File: src/rtl/pipe_stage_reg.sv
// Reusable inter-stage pipeline register with valid/ready flow control,
// synchronous flush, bubble masking of control bits and an optional
// two-entry skid buffer. The capture edge is selectable so the block can
// replace the existing falling-edge stage registers directly.
module pipe_stage_reg #(
  parameter int DATA_W   = 32,
  parameter int CTRL_W   = 3,
  parameter int SKID     = 1,
  parameter int NEG_EDGE = 1
) (
  input  logic              clk_PipeReg,
  input  logic              rst_n_PipeReg,
  input  logic              flush_PipeReg,
  input  logic              in_valid_PipeReg,
  output logic              in_ready_PipeReg,
  input  logic [DATA_W-1:0] in_data_PipeReg,
  input  logic [CTRL_W-1:0] in_ctrl_PipeReg,
  output logic              out_valid_PipeReg,
  input  logic              out_ready_PipeReg,
  output logic [DATA_W-1:0] out_data_PipeReg,
  output logic [CTRL_W-1:0] out_ctrl_PipeReg,
  output logic [1:0]        occupancy_PipeReg
);

  // M is the head entry driving the outputs; S is the skid entry (SKID=1 only).
  typedef struct packed {
    logic              m_valid;
    logic [DATA_W-1:0] m_data;
    logic [CTRL_W-1:0] m_ctrl;
    logic              s_valid;
    logic [DATA_W-1:0] s_data;
    logic [CTRL_W-1:0] s_ctrl;
  } stage_t;

  stage_t st_q;
  stage_t st_d;
  logic   accept;
  logic   release_head;

  // With the skid buffer, in_ready depends only on registered S.valid and flush,
  // so it never forms a combinational path from out_ready.
  always_comb begin
    if (SKID != 0)
      in_ready_PipeReg = !st_q.s_valid && !flush_PipeReg;
    else
      in_ready_PipeReg = (!st_q.m_valid || out_ready_PipeReg) && !flush_PipeReg;
  end

  assign accept       = in_valid_PipeReg && in_ready_PipeReg;
  assign release_head = st_q.m_valid && out_ready_PipeReg && !flush_PipeReg;

  // Next-state: flush first, then release/accept movement between M and S.
  always_comb begin
    st_d = st_q;
    if (flush_PipeReg) begin
      st_d.m_valid = 1'b0;
      st_d.m_ctrl  = '0;
      st_d.s_valid = 1'b0;
      st_d.s_ctrl  = '0;
    end else if (SKID != 0) begin
      if (release_head) begin
        if (st_q.s_valid) begin
          // S drains into M; accept cannot happen here since in_ready was 0.
          st_d.m_valid = 1'b1;
          st_d.m_data  = st_q.s_data;
          st_d.m_ctrl  = st_q.s_ctrl;
          st_d.s_valid = 1'b0;
          st_d.s_ctrl  = '0;
        end else if (accept) begin
          st_d.m_data  = in_data_PipeReg;
          st_d.m_ctrl  = in_ctrl_PipeReg;
        end else begin
          st_d.m_valid = 1'b0;
        end
      end else if (accept) begin
        if (!st_q.m_valid) begin
          st_d.m_valid = 1'b1;
          st_d.m_data  = in_data_PipeReg;
          st_d.m_ctrl  = in_ctrl_PipeReg;
        end else begin
          st_d.s_valid = 1'b1;
          st_d.s_data  = in_data_PipeReg;
          st_d.s_ctrl  = in_ctrl_PipeReg;
        end
      end
    end else begin
      if (accept) begin
        st_d.m_valid = 1'b1;
        st_d.m_data  = in_data_PipeReg;
        st_d.m_ctrl  = in_ctrl_PipeReg;
      end else if (release_head) begin
        st_d.m_valid = 1'b0;
      end
    end
  end

  generate
    if (NEG_EDGE != 0) begin : g_neg_edge
      // State register capturing on the falling edge.
      always_ff @(negedge clk_PipeReg or negedge rst_n_PipeReg) begin
        if (!rst_n_PipeReg) st_q <= '0;
        else                st_q <= st_d;
      end
    end else begin : g_pos_edge
      // State register capturing on the rising edge.
      always_ff @(posedge clk_PipeReg or negedge rst_n_PipeReg) begin
        if (!rst_n_PipeReg) st_q <= '0;
        else                st_q <= st_d;
      end
    end
  endgenerate

  // Outputs come straight from M; control is masked so a bubble has no side effect.
  always_comb begin
    out_valid_PipeReg = st_q.m_valid;
    out_data_PipeReg  = st_q.m_data;
    out_ctrl_PipeReg  = st_q.m_ctrl & {CTRL_W{st_q.m_valid}};
    occupancy_PipeReg = {1'b0, st_q.m_valid} + {1'b0, st_q.s_valid};
  end

endmodule
File: config.mk
export PLATFORM = sky130hd
export DESIGN_NAME = pipe_stage_reg
export DESIGN_NICKNAME = d
export VERILOG_FILES = /design/src/rtl/pipe_stage_reg.sv
export SDC_FILE = /design/constraint.sdc
export NUM_CORES = 1
export LEC_CHECK = 0
export ABC_AREA = 1
export CAP_MARGIN = 20
export CORE_UTILIZATION = 56
export CTS_CLUSTER_SIZE = 8
export DETAILED_ROUTE_END_ITERATION = 10
export PLACE_DENSITY = 0.92
export SLEW_MARGIN = 0
export SYNTH_ARGS = -nofsm -noshare
export SYNTH_HDL_FRONTEND = slang
export SYNTH_SLANG_ARGS = --single-unit
File: constraint.sdc
create_clock -name clk_PipeReg -period 4.1 [get_ports clk_PipeReg]
set_input_delay 0.615 -clock clk_PipeReg [delete_from_list [all_inputs] [get_ports clk_PipeReg]]
set_output_delay 0.615 -clock clk_PipeReg [all_outputs]
set_load 0.01 [all_outputs]
Word-level counts from Yosys, hierarchy flattened

Index checks and enable logic that the tools add are counted.

Register bits: 72
Bits of input ports: 40
Output and inout port bits: 39
Word-level logic and storage cells: 43

Add/subtract/negate cells: 1
Equality and inequality tests: 4
Muxes and demuxes: 12
Bitwise logic cells: 3
Reductions and logical operators: 17

Operators with widths:

| operator             | number |
|---|---|
| $mux W36             | 2 |
| $mux W72             | 1 |
| $mux W35             | 2 |
| $mux W37             | 1 |
| $mux W3              | 3 |
| $reduce_bool A3 Y1   | 3 |
| $reduce_and A4 Y1    | 2 |
| $reduce_and A3 Y1    | 2 |
| $logic_and A1 B1 Y1  | 4 |
| $mux W4              | 1 |
| $ne A4 B4 Y1 const B | 1 |
| $reduce_and A2 Y1    | 2 |
| $reduce_bool A2 Y1   | 2 |
| $and A3 B3 Y3        | 1 |
| $ne A3 B2 Y1 const B | 1 |
| $ne A3 B3 Y1 const B | 1 |
| $add A1 B1 Y2        | 1 |
| $logic_not A1 Y1     | 2 |
| $mux W1              | 2 |
| $ne A2 B1 Y1 const B | 1 |
| $not A1 Y1           | 2 |

Logic depth before layout (Yosys ltp)

Gate-level depths: netlist of run 1.

Depth in word-level cells: 7
Depth in mapped cells: 9
Mapped depth without buffers: 7

==> metrics.cfg, run 1 <==
[worst_setup_path]
cp_data_arrival_time_ns=3.43
crit_required_ns=3.48
cp_max_fo=3
worstSetupPathType=flop to output port
crit_path_end_kind=output port
startpoint_type=flop

[place]
io_buffer_count=78
hpwl_mm=6.15
place_congestion=0.841
place_ws_ns=-0.383
postPlaceCellArea_um2=4770

[yosys]
synth-async-reset-ratio=1.00
synthFlopType=dfrtn_1
yosys.area.top_type=dfrtn_1
syn_nets=613
yosys-top-cells-area=dfrtn_1 44%, nand2_1 21%, o21ai_0 11%
yosys_warnings=0
synth_edf_count=0
synth_area_um2=4060
synthTopCellsByCount=229 x nand2_1, 92 x o21ai_0, 72 x dfrtn_1
yosysSeqAreaShare=0.444
avgSynthCellArea_um2=7.09
ys_types=19
yosysMostFrequentCell=nand2_1
synth_top_area_share=0.444
ys_seq_elements=72
postSynthCellCount=572

[floorplanning]
num_rows=30
core_area_um2=6910
dieArea_um2=7590
fp.dieW_um=87.1
die_h_um=87.1
start_util=0.587
ios=79

[clock_tree]
htreeDepth=3
cts_tree=yes
cts_buffers=9
path_clk_slew_ns=0.05
clock_path_buffers=2
root_buffer=clkbuf_8
cts_sinks=72
insertion_delay_ns=0.33

[timing]
rsz0062_at_grt=true
finalMaxSlewViolations=0
hold_slack_ns=0.425
setup_viol=0
relSlewSlack=0.594
hold_viol_final=0
tightest_slew_ns=0.607
fin_skew_ns=0.00807
layout_setup_ws_ns=0.0515

[job]
drv_cap=0

[status]
status=finished, final reports clean

[pwr]
fin_total_pwr_w=0.00197
p_sw_w=0.000591
peakVddDrop_v=0.000218
swShare=0.300
power_frac_comb=0.248
p_seq_frac=0.486
intPower_w=0.00138
clock_power_share=0.266
leakagePower_nw=2.50
power_density_nw_per_um2=391

[routing]
drc=0
ant_nets=0
vias=3814
drt-wirelength-per-cell_um=13.3
finalWirelength_mm=9.62
vias_per_cell=5.28
drt_iter0_drc=297
firstDrtPassIters=5

[layout]
nFillCells=510
layout.nets=662
diodes=0
syn2layout_area_growth_pct=24.3
utilization=0.730
post_route_cells_drive_above_1_share=0.0847
design_area_um2=5040

[global_routing]
grt_pass1_wl_mm=16.2
first_global_vias=3524
grt.overflow.total=0
antenna_found_initial=0
grt_max_degree=73
grt_usage=0.274

[worst_hold_path]
min_path_type=flop to flop

-- placed cells by master (no fill, tap or decap) --
cell type,count
nand2_1,228
o21ai_0,92
dfrtn_1,72
clkdlybuf4s50_1,69
inv_1,46
nand3_1,39
buf_4,22
o21ai_1,12
clkbuf_8,12
buf_12,6
clkinv_2,3
dlygate4sd2_1,3
clkdlybuf4s15_1,3
nor2_4,2
inv_2,2
nand2_2,2
a21oi_4,2
nor2_1,2
dlymetal6s2s_1,2
nand4_1,1
a21oi_2,1
a21oi_1,1
o211ai_1,1
ha_1,1
clkbuf_1,1
buf_6,1
-- final cells by class --
cell class	instances	area, um^2	area share
Timing Repair Buffer	106	1070	0.212
Inverter	48	180	0.0357
Multi-Input combinational cell	384	1690	0.335
Clock buffer	13	169	0.0335
Clock inverter	3	15.0	0.00298
Sequential cell	72	1800	0.357
Tap cell	96	120	0.0238
-- registers in the layout (all words and copies together) (netlist names) --
register and flops:
st_q 39, out_valid_PipeReg 1, out_data_PipeReg 32
-- stage by stage --
step | cells | setup TNS, ns
6_report | 722 | 0
5_1_grt | 722 | -0.00500
4_1_cts | 719 | 0
3_5_place_dp | 700 | -14.70
3_3_place_gp | 700 | -10.0
2_1_floorplan | 572 | 0
-- cells by family (layout without fill, tap and decap cells) --
family                   count (synthesis)  in the layout  share of synthesized area
AO/OA/AOI/OAI                          108            109                      0.135
buffers and inverters                  117            170                      0.149
adder cells (fa/ha/maj)                  1              1                    0.00308
flip-flops                              72             72                      0.444
AND/OR/NAND/NOR                        274            274                      0.269
-- worst paths after layout --
kind | cells past startpoint | slack (ns) | from | end
worst max-delay path | 3 | 0.05 | out_valid_PipeReg$_DFFE_NN0P_ | occupancy_PipeReg[0]
worst min-delay path | 2 | 0.43 | out_data_PipeReg[14]$_DFFE_NN0P_ | out_data_PipeReg[14]$_DFFE_NN0P_
worst max register to register | 8 | 1.92 | st_q[35]$_DFFE_NN0P_ | out_data_PipeReg[20]$_DFFE_NN0P_
worst min register to register | 2 | 0.43 | out_data_PipeReg[14]$_DFFE_NN0P_ | out_data_PipeReg[14]$_DFFE_NN0P_
max in group asynchronous | 2 | 1.34 | rst_n_PipeReg | st_q[36]$_DFFE_NN0P_
min in group asynchronous | 1 | 2.17 | rst_n_PipeReg | st_q[24]$_DFFE_NN0P_
-- power by group through the flow --
stage,Sequential [W],Combinational (W),Clock [W]
global placement,0.000957,0.000449,0
detailed placement,0.000964,0.000469,0
global route,0.000972,0.000546,0.000560
CTS,0.000955,0.000483,0.000523
floorplan,0.000942,0.000314,0
finish,0.000957,0.000489,0.000523
-- repair_timing --
action                     CTS  global route
setup endpoints to repair   20            17
buffers inserted             2             3
resized for setup           12             5
cloned                       1             0
hold buffers                 0             0
pin swaps                    1             1
-- critical path, stage by stage, from the launching register on --
cell and delay, ns:
dfrtn_1 0.47, buf_6 0.13, ha_1 0.22, clkdlybuf4s15_1 0.24
-- metal layers --
layer | GRT usage | vias up | wire, um
met5 | 0 | - | 0
met4 | 0.109 | 0 | 204
met3 | 0.0569 | 21 | 680
met2 | 0.448 | 166 | 4680
met1 | 0.359 | 1763 | 4050
li1 | - | 1864 | -
Power figures use the tool's default switching activity.
==> run 2: changes to the inputs <==
Settings changed: PLACE_DENSITY 0.92 to 0.83.
==> run 2 against run 1 <==
Combinational power barely moved. Non-clock buffer count fell by 2. Clock skew rose by 0.0015 ns. Total power rose by 5.6%. Highest routed layer unchanged.
==> metrics.cfg, run 2 (synthesis gave the netlist of run 1 again) <==
[routing]
drt_iter0_drc=303  ; was 297
met2WireLength_mm=4.88  ; was 4.68 mm
firstDrtPassIters=5  ; unchanged
finalWirelength_mm=10.1  ; was 9.62 mm
drt-wirelength-per-cell_um=14.1  ; was 13.3 um
met1_length_mm=4.37  ; was 4.05 mm
drc=0  ; unchanged
highest_layer=met4  ; unchanged
vias_per_cell=5.34  ; was 5.28
vias=3838  ; was 3,814
route.met3.wl_um=604  ; was 680 um
ant_nets=0  ; unchanged

[timing]
finalMaxSlewViolations=0  ; unchanged
tightest_slew_ns=0.643  ; was 0.607 ns
hold_slack_ns=0.423  ; was 0.425 ns
setup_viol=0  ; unchanged
layout_setup_ws_ns=0.0155  ; was 0.0515 ns
hold_viol_final=0  ; unchanged
relSlewSlack=0.571  ; was 0.594
rsz0062_at_grt=false  ; was true
fin_skew_ns=0.00955  ; was 0.00807 ns

[clock_tree]
path_clk_slew_ns=0.05  ; about the same
root_buffer=clkbuf_8  ; unchanged
cts_buffers=9  ; unchanged
cts_sinks=72  ; unchanged
cts_tree=yes  ; unchanged
insertion_delay_ns=0.34  ; was 0.33 ns
clock_path_buffers=2  ; unchanged
htreeDepth=3  ; unchanged

[floorplanning]
ios=79  ; unchanged
die_h_um=87.1  ; unchanged
start_util=0.587  ; unchanged
fp.dieW_um=87.1  ; unchanged
core_area_um2=6910  ; unchanged
num_rows=30  ; unchanged
dieArea_um2=7590  ; unchanged

[worst_setup_path]
reg2reg_depth=6  ; was 8
r2r-start=st_q[35]$_DFFE_NN0P_  ; unchanged
rr_endpoint=st_q[38]$_DFFE_NN0P_  ; was out_data_PipeReg[20]$_DFFE_NN0P_
cp_max_fo=2  ; was 3
cp_data_arrival_time_ns=3.47  ; was 3.43 ns
startpoint_type=flop  ; unchanged
crit_path_end_kind=output port  ; unchanged
crit_required_ns=3.48  ; about the same
startpoint=st_q[35]$_DFFE_NN0P_  ; was out_valid_PipeReg$_DFFE_NN0P_
r2r_slack_ns=2.09  ; was 1.92 ns
worstSetupPathType=flop to output port  ; unchanged

[pwr]
intPower_w=0.00146  ; was 0.00138 W
power_density_nw_per_um2=411  ; was 391 nW/um^2
p_seq_frac=0.460  ; was 0.486
leakagePower_nw=2.49  ; was 2.50 nW
p_sw_w=0.000613  ; was 0.000591 W
peakVddDrop_v=0.000253  ; was 0.000218 V
power_frac_comb=0.236  ; was 0.248
swShare=0.295  ; was 0.300
clock_power_share=0.304  ; was 0.266

[global_routing]
grt_max_degree=49  ; was 73
grt_pass1_wl_mm=16.5  ; was 16.2 mm
grt.overflow.total=0  ; unchanged
antenna_found_initial=0  ; unchanged
first_global_vias=3718  ; was 3,524
grt_usage=0.281  ; was 0.274

[place]
io_buffer_count=78  ; unchanged
place_congestion=0.806  ; was 0.841
hpwl_mm=6.25  ; was 6.15 mm
place_ws_ns=-0.338  ; was -0.383 ns
postPlaceCellArea_um2=4780  ; was 4770 um^2

[layout]
final_common_cell=nand2_1  ; unchanged
design_area_um2=5050  ; was 5040 um^2
registers.top_by_ff_count=st_q  ; unchanged
syn2layout_area_growth_pct=24.6  ; was 24.3%
largest_reg_flops=39  ; unchanged
layout.nets=660  ; was 662
post_route_cells_drive_above_1_share=0.0851  ; was 0.0847
final_cell_mix=228 x nand2_1, 92 x o21ai_0, 72 x dfrtn_1  ; unchanged
diodes=0  ; unchanged

[job]
drv_cap=0  ; unchanged

[worst_hold_path]
holdPathStages=2  ; unchanged
hold_end=out_data_PipeReg[31]$_DFFE_NN0P_  ; was out_data_PipeReg[14]$_DFFE_NN0P_
min_path_type=flop to flop  ; unchanged
hp-start=out_data_PipeReg[31]$_DFFE_NN0P_  ; was out_data_PipeReg[14]$_DFFE_NN0P_

[status]
status=finished, final reports clean  ; unchanged

run 2: cell types whose count changed in the layout (fill, tap and decap cells not counted), moves of 2 or more:
cell	delta
clkinv_2	-2
clkbuf_8	-2
clkdlybuf4s15_1	-3
bufinv_16	+2
run 2: what timing repair did:
| item | 4_1_cts | 5_1_grt |
|---|---|---|
| gates resized for setup | 14 | 3 |
| pin swaps | 0 | 1 |
| endpoints found under the setup margin | 7 | 36 |
| hold buffers | 0 | 0 |
| buffers inserted | 3 | 0 |
| cloned | 0 | 1 |
run 2: how the worst max path moves through the flow:
stage                                                  end  slack [ns]
after global placement    out_data_PipeReg[15]$_DFFE_NN0P_       -0.28
after CTS                  out_data_PipeReg[4]$_DFFE_NN0P_       0.008
after global routing                  occupancy_PipeReg[0]       0.003
final                                 occupancy_PipeReg[0]        0.02
after floorplan                       st_q[11]$_DFFE_NN0P_        0.44
after detailed placement   out_data_PipeReg[4]$_DFFE_NN0P_       -0.34
run 2: final cells by class:
class | instances | area [um^2]
fill | 552 | 1850
sequential | 72 | 1800
multi-input combinational | 384 | 1700
timing repair buffer | 104 | 1040
inverter | 48 | 180
clock buffer | 10 | 138
tap | 96 | 120
clock inverter | 5 | 81.3
run 2: metrics by stage:
step | power [W] | util | std cells | setup TNS, ns
floorplan | 0.00126 | - | 572 | 0
global placement | 0.00141 | 0.692 | 700 | -10.30
detailed placement | 0.00144 | 0.692 | 700 | -13.00
CTS | 0.00207 | 0.730 | 718 | 0
global route | 0.00218 | 0.732 | 719 | 0
finish | 0.00208 | 0.732 | 719 | 0
run 2: power groups by stage:
stage / Clock [W] / Combinational (W) / Sequential, W
3_3_place_gp: 0 / 0.000455 / 0.000957
4_1_cts: 0.000632 / 0.000487 / 0.000953
3_5_place_dp: 0 / 0.000477 / 0.000962
6_report: 0.000632 / 0.000491 / 0.000955
5_1_grt: 0.000661 / 0.000546 / 0.000972
2_1_floorplan: 0 / 0.000314 / 0.000942
run 2: routing by layer:
layer / GRT usage / vias up
li1: - / 1857
met5: 0 / -
met3: 0.0408 / 24
met2: 0.457 / 152
met4: 0.140 / 0
met1: 0.369 / 1805
run 2: worst max-delay path: stages (launching register included):
cell     delay, ns
dfrtn_1       0.39
buf_4         0.16
buf_4         0.14
ha_4          0.27
buf_2         0.12
==> run 3: changes to the inputs <==
Settings changed: CORE_ASPECT_RATIO set to 1.2.
==> run 3 against run 2 <==
Die area about the same. Clock power up 8.7%. Register-to-register slack lost 0.28 ns. Clock-buffer cell count down 1. Largest cell class unchanged. Final area up 0.94%. Sequential share of layout area is 0.33 points lower. Worst hold slack got worse by 0.0025 ns. Combinational power fell by 0.8%. Routed wire length decreased by 4.7%. Critical path depth is 1 lower.
==> metrics.cfg, run 3 (synthesis gave the netlist of run 1 again) <==
[global_routing]
antenna_found_initial=0  ; unchanged
grtUsageMet1=0.312  ; was 0.369
grt_max_degree=73  ; was 49
grt_busiest_layer=met2  ; unchanged
grt.overflow.total=0  ; unchanged
grt_usage=0.270  ; was 0.281
grtUsageMet2=0.482  ; was 0.457
grt_pass1_wl_mm=15.8  ; was 16.5 mm
grt_use_met3=0.0421  ; was 0.0408
first_global_vias=3627  ; was 3,718

[routing]
vias_per_cell=5.27  ; was 5.34
drt_iter0_drc=346  ; was 303
finalWirelength_mm=9.63  ; was 10.1 mm
drc=0  ; unchanged
vias=3750  ; was 3,838
ant_nets=0  ; unchanged
firstDrtPassIters=7  ; was 5
drt-wirelength-per-cell_um=13.5  ; was 14.1 um

[timing]
relSlewSlack=0.579  ; was 0.571
rsz0062_at_grt=false  ; unchanged
tightest_slew_ns=0.630  ; was 0.643 ns
setup_viol=0  ; unchanged
fin_skew_ns=0.00646  ; was 0.00955 ns
finalMaxSlewViolations=0  ; unchanged
layout_setup_ws_ns=0.0401  ; was 0.0155 ns
hold_viol_final=0  ; unchanged

[worst_setup_path]
cp_max_fo=2  ; unchanged
startpoint_type=flop  ; unchanged
crit_path_end_kind=output port  ; unchanged
worstSetupPathType=flop to output port  ; unchanged
crit_required_ns=3.48  ; about the same
reg2reg_depth=6  ; unchanged
cp_data_arrival_time_ns=3.44  ; was 3.47 ns

[clock_tree]
htreeDepth=3  ; unchanged
clock_path_buffers=2  ; unchanged
cts_tree=yes  ; unchanged
insertion_delay_ns=0.33  ; was 0.34 ns
cts_buffers=9  ; unchanged
cts_sinks=72  ; unchanged
hold_buffers=0  ; unchanged
path_clk_slew_ns=0.05  ; about the same
root_buffer=clkbuf_8  ; unchanged

[pwr]
peakVddDrop_v=0.000243  ; was 0.000253 V
p_seq_frac=0.448  ; was 0.460
p_sw_w=0.000611  ; was 0.000613 W
power_density_nw_per_um2=417  ; was 411 nW/um^2
clock_power_share=0.323  ; was 0.304
intPower_w=0.00152  ; was 0.00146 W
power_frac_comb=0.229  ; was 0.236
leakagePower_nw=2.53  ; was 2.49 nW
swShare=0.287  ; was 0.295

[place]
place_congestion=0.883  ; was 0.806
hpwl_mm=6.12  ; was 6.25 mm
dp.cells=690  ; was 700
io_buffer_count=78  ; unchanged
place_ws_ns=-0.371  ; was -0.338 ns

[layout]
final_cell_mix=228 x nand2_1, 92 x o21ai_0, 72 x dfrtn_1  ; unchanged
final_common_cell=nand2_1  ; unchanged
largest_reg_flops=39  ; unchanged
diodes=0  ; unchanged
syn2layout_area_growth_pct=25.7  ; was 24.6%
layout.nets=660  ; unchanged
final_cells=711  ; was 719
utilization=0.735  ; was 0.732
post_route_cells_drive_above_1_share=0.0817  ; was 0.0851
registers.top_by_ff_count=st_q  ; unchanged

[floorplanning]
num_rows=33  ; was 30
dieArea_um2=7590  ; about the same
die_h_um=95.2  ; was 87.1 um
core_area_um2=6940  ; was 6910 um^2
start_util=0.585  ; was 0.587
ios=79  ; unchanged
fp.dieW_um=79.7  ; was 87.1 um

[worst_hold_path]
holdPathStages=2  ; unchanged
min_path_type=flop to flop  ; unchanged

[job]
drv_cap=0  ; unchanged

[status]
status=finished, final reports clean  ; unchanged

-- run 3: final timing paths --
path | slack [ns] | from | end
min in group asynchronous | 2.17 | rst_n_PipeReg | out_data_PipeReg[22]$_DFFE_NN0P_
min | 0.42 | st_q[1]$_DFFE_NN0P_ | st_q[1]$_DFFE_NN0P_
max in group asynchronous | 1.33 | rst_n_PipeReg | out_data_PipeReg[11]$_DFFE_NN0P_
max | 0.04 | st_q[35]$_DFFE_NN0P_ | occupancy_PipeReg[0]
max reg2reg | 1.81 | st_q[35]$_DFFE_NN0P_ | out_data_PipeReg[17]$_DFFE_NN0P_
min reg2reg | 0.42 | st_q[1]$_DFFE_NN0P_ | st_q[1]$_DFFE_NN0P_
-- run 3: critical path, stage by stage, from the launching register on --
cell             delay, ns
dfrtn_1               0.47
buf_4                 0.14
ha_1                  0.22
clkdlybuf4s15_1       0.23
-- run 3: power by group through the flow --
| stage | Sequential, W | Combinational (W) | Clock (W) |
|---|---|---|---|
| final | 0.000953 | 0.000487 | 0.000687 |
| after global routing | 0.000970 | 0.000545 | 0.000720 |
| after CTS | 0.000951 | 0.000485 | 0.000691 |
| after detailed placement | 0.000963 | 0.000472 | 0 |
| after global placement | 0.000956 | 0.000455 | 0 |
| after floorplan | 0.000942 | 0.000314 | 0 |
-- run 3: layout make-up --
type	count	area (um^2)
clock buffer	9	124
clock inverter	7	120
fill	522	1840
inverter	48	180
multi-input combinational	384	1680
sequential	72	1800
tap	87	109
timing repair buffer	104	1080
-- run 3: stage by stage --
step                instance area, um^2  TNS [ns]  power (W)  hold slack [ns]
finish                             5100         0    0.00213            0.421
global route                       5100         0    0.00223            0.439
CTS                                5070         0    0.00213            0.422
detailed placement                 4790    -14.08    0.00144            0.420
global placement                   4790    -11.72    0.00141            0.415
floorplan                          4060         0    0.00126            0.403
-- run 3: per-layer routing --
metal | wire [um] | vias to the layer above
met1 | 3990 | 1750
met4 | 181 | 0
met3 | 557 | 17
met5 | 0 | -
li1 | - | 1855
met2 | 4900 | 128
-- run 3: timing repair --
action	4_1_cts	5_1_grt
pin swaps	1	2
gates resized for setup	11	1
setup buffers	2	2
setup endpoints to repair	14	7
gates cloned	1	0
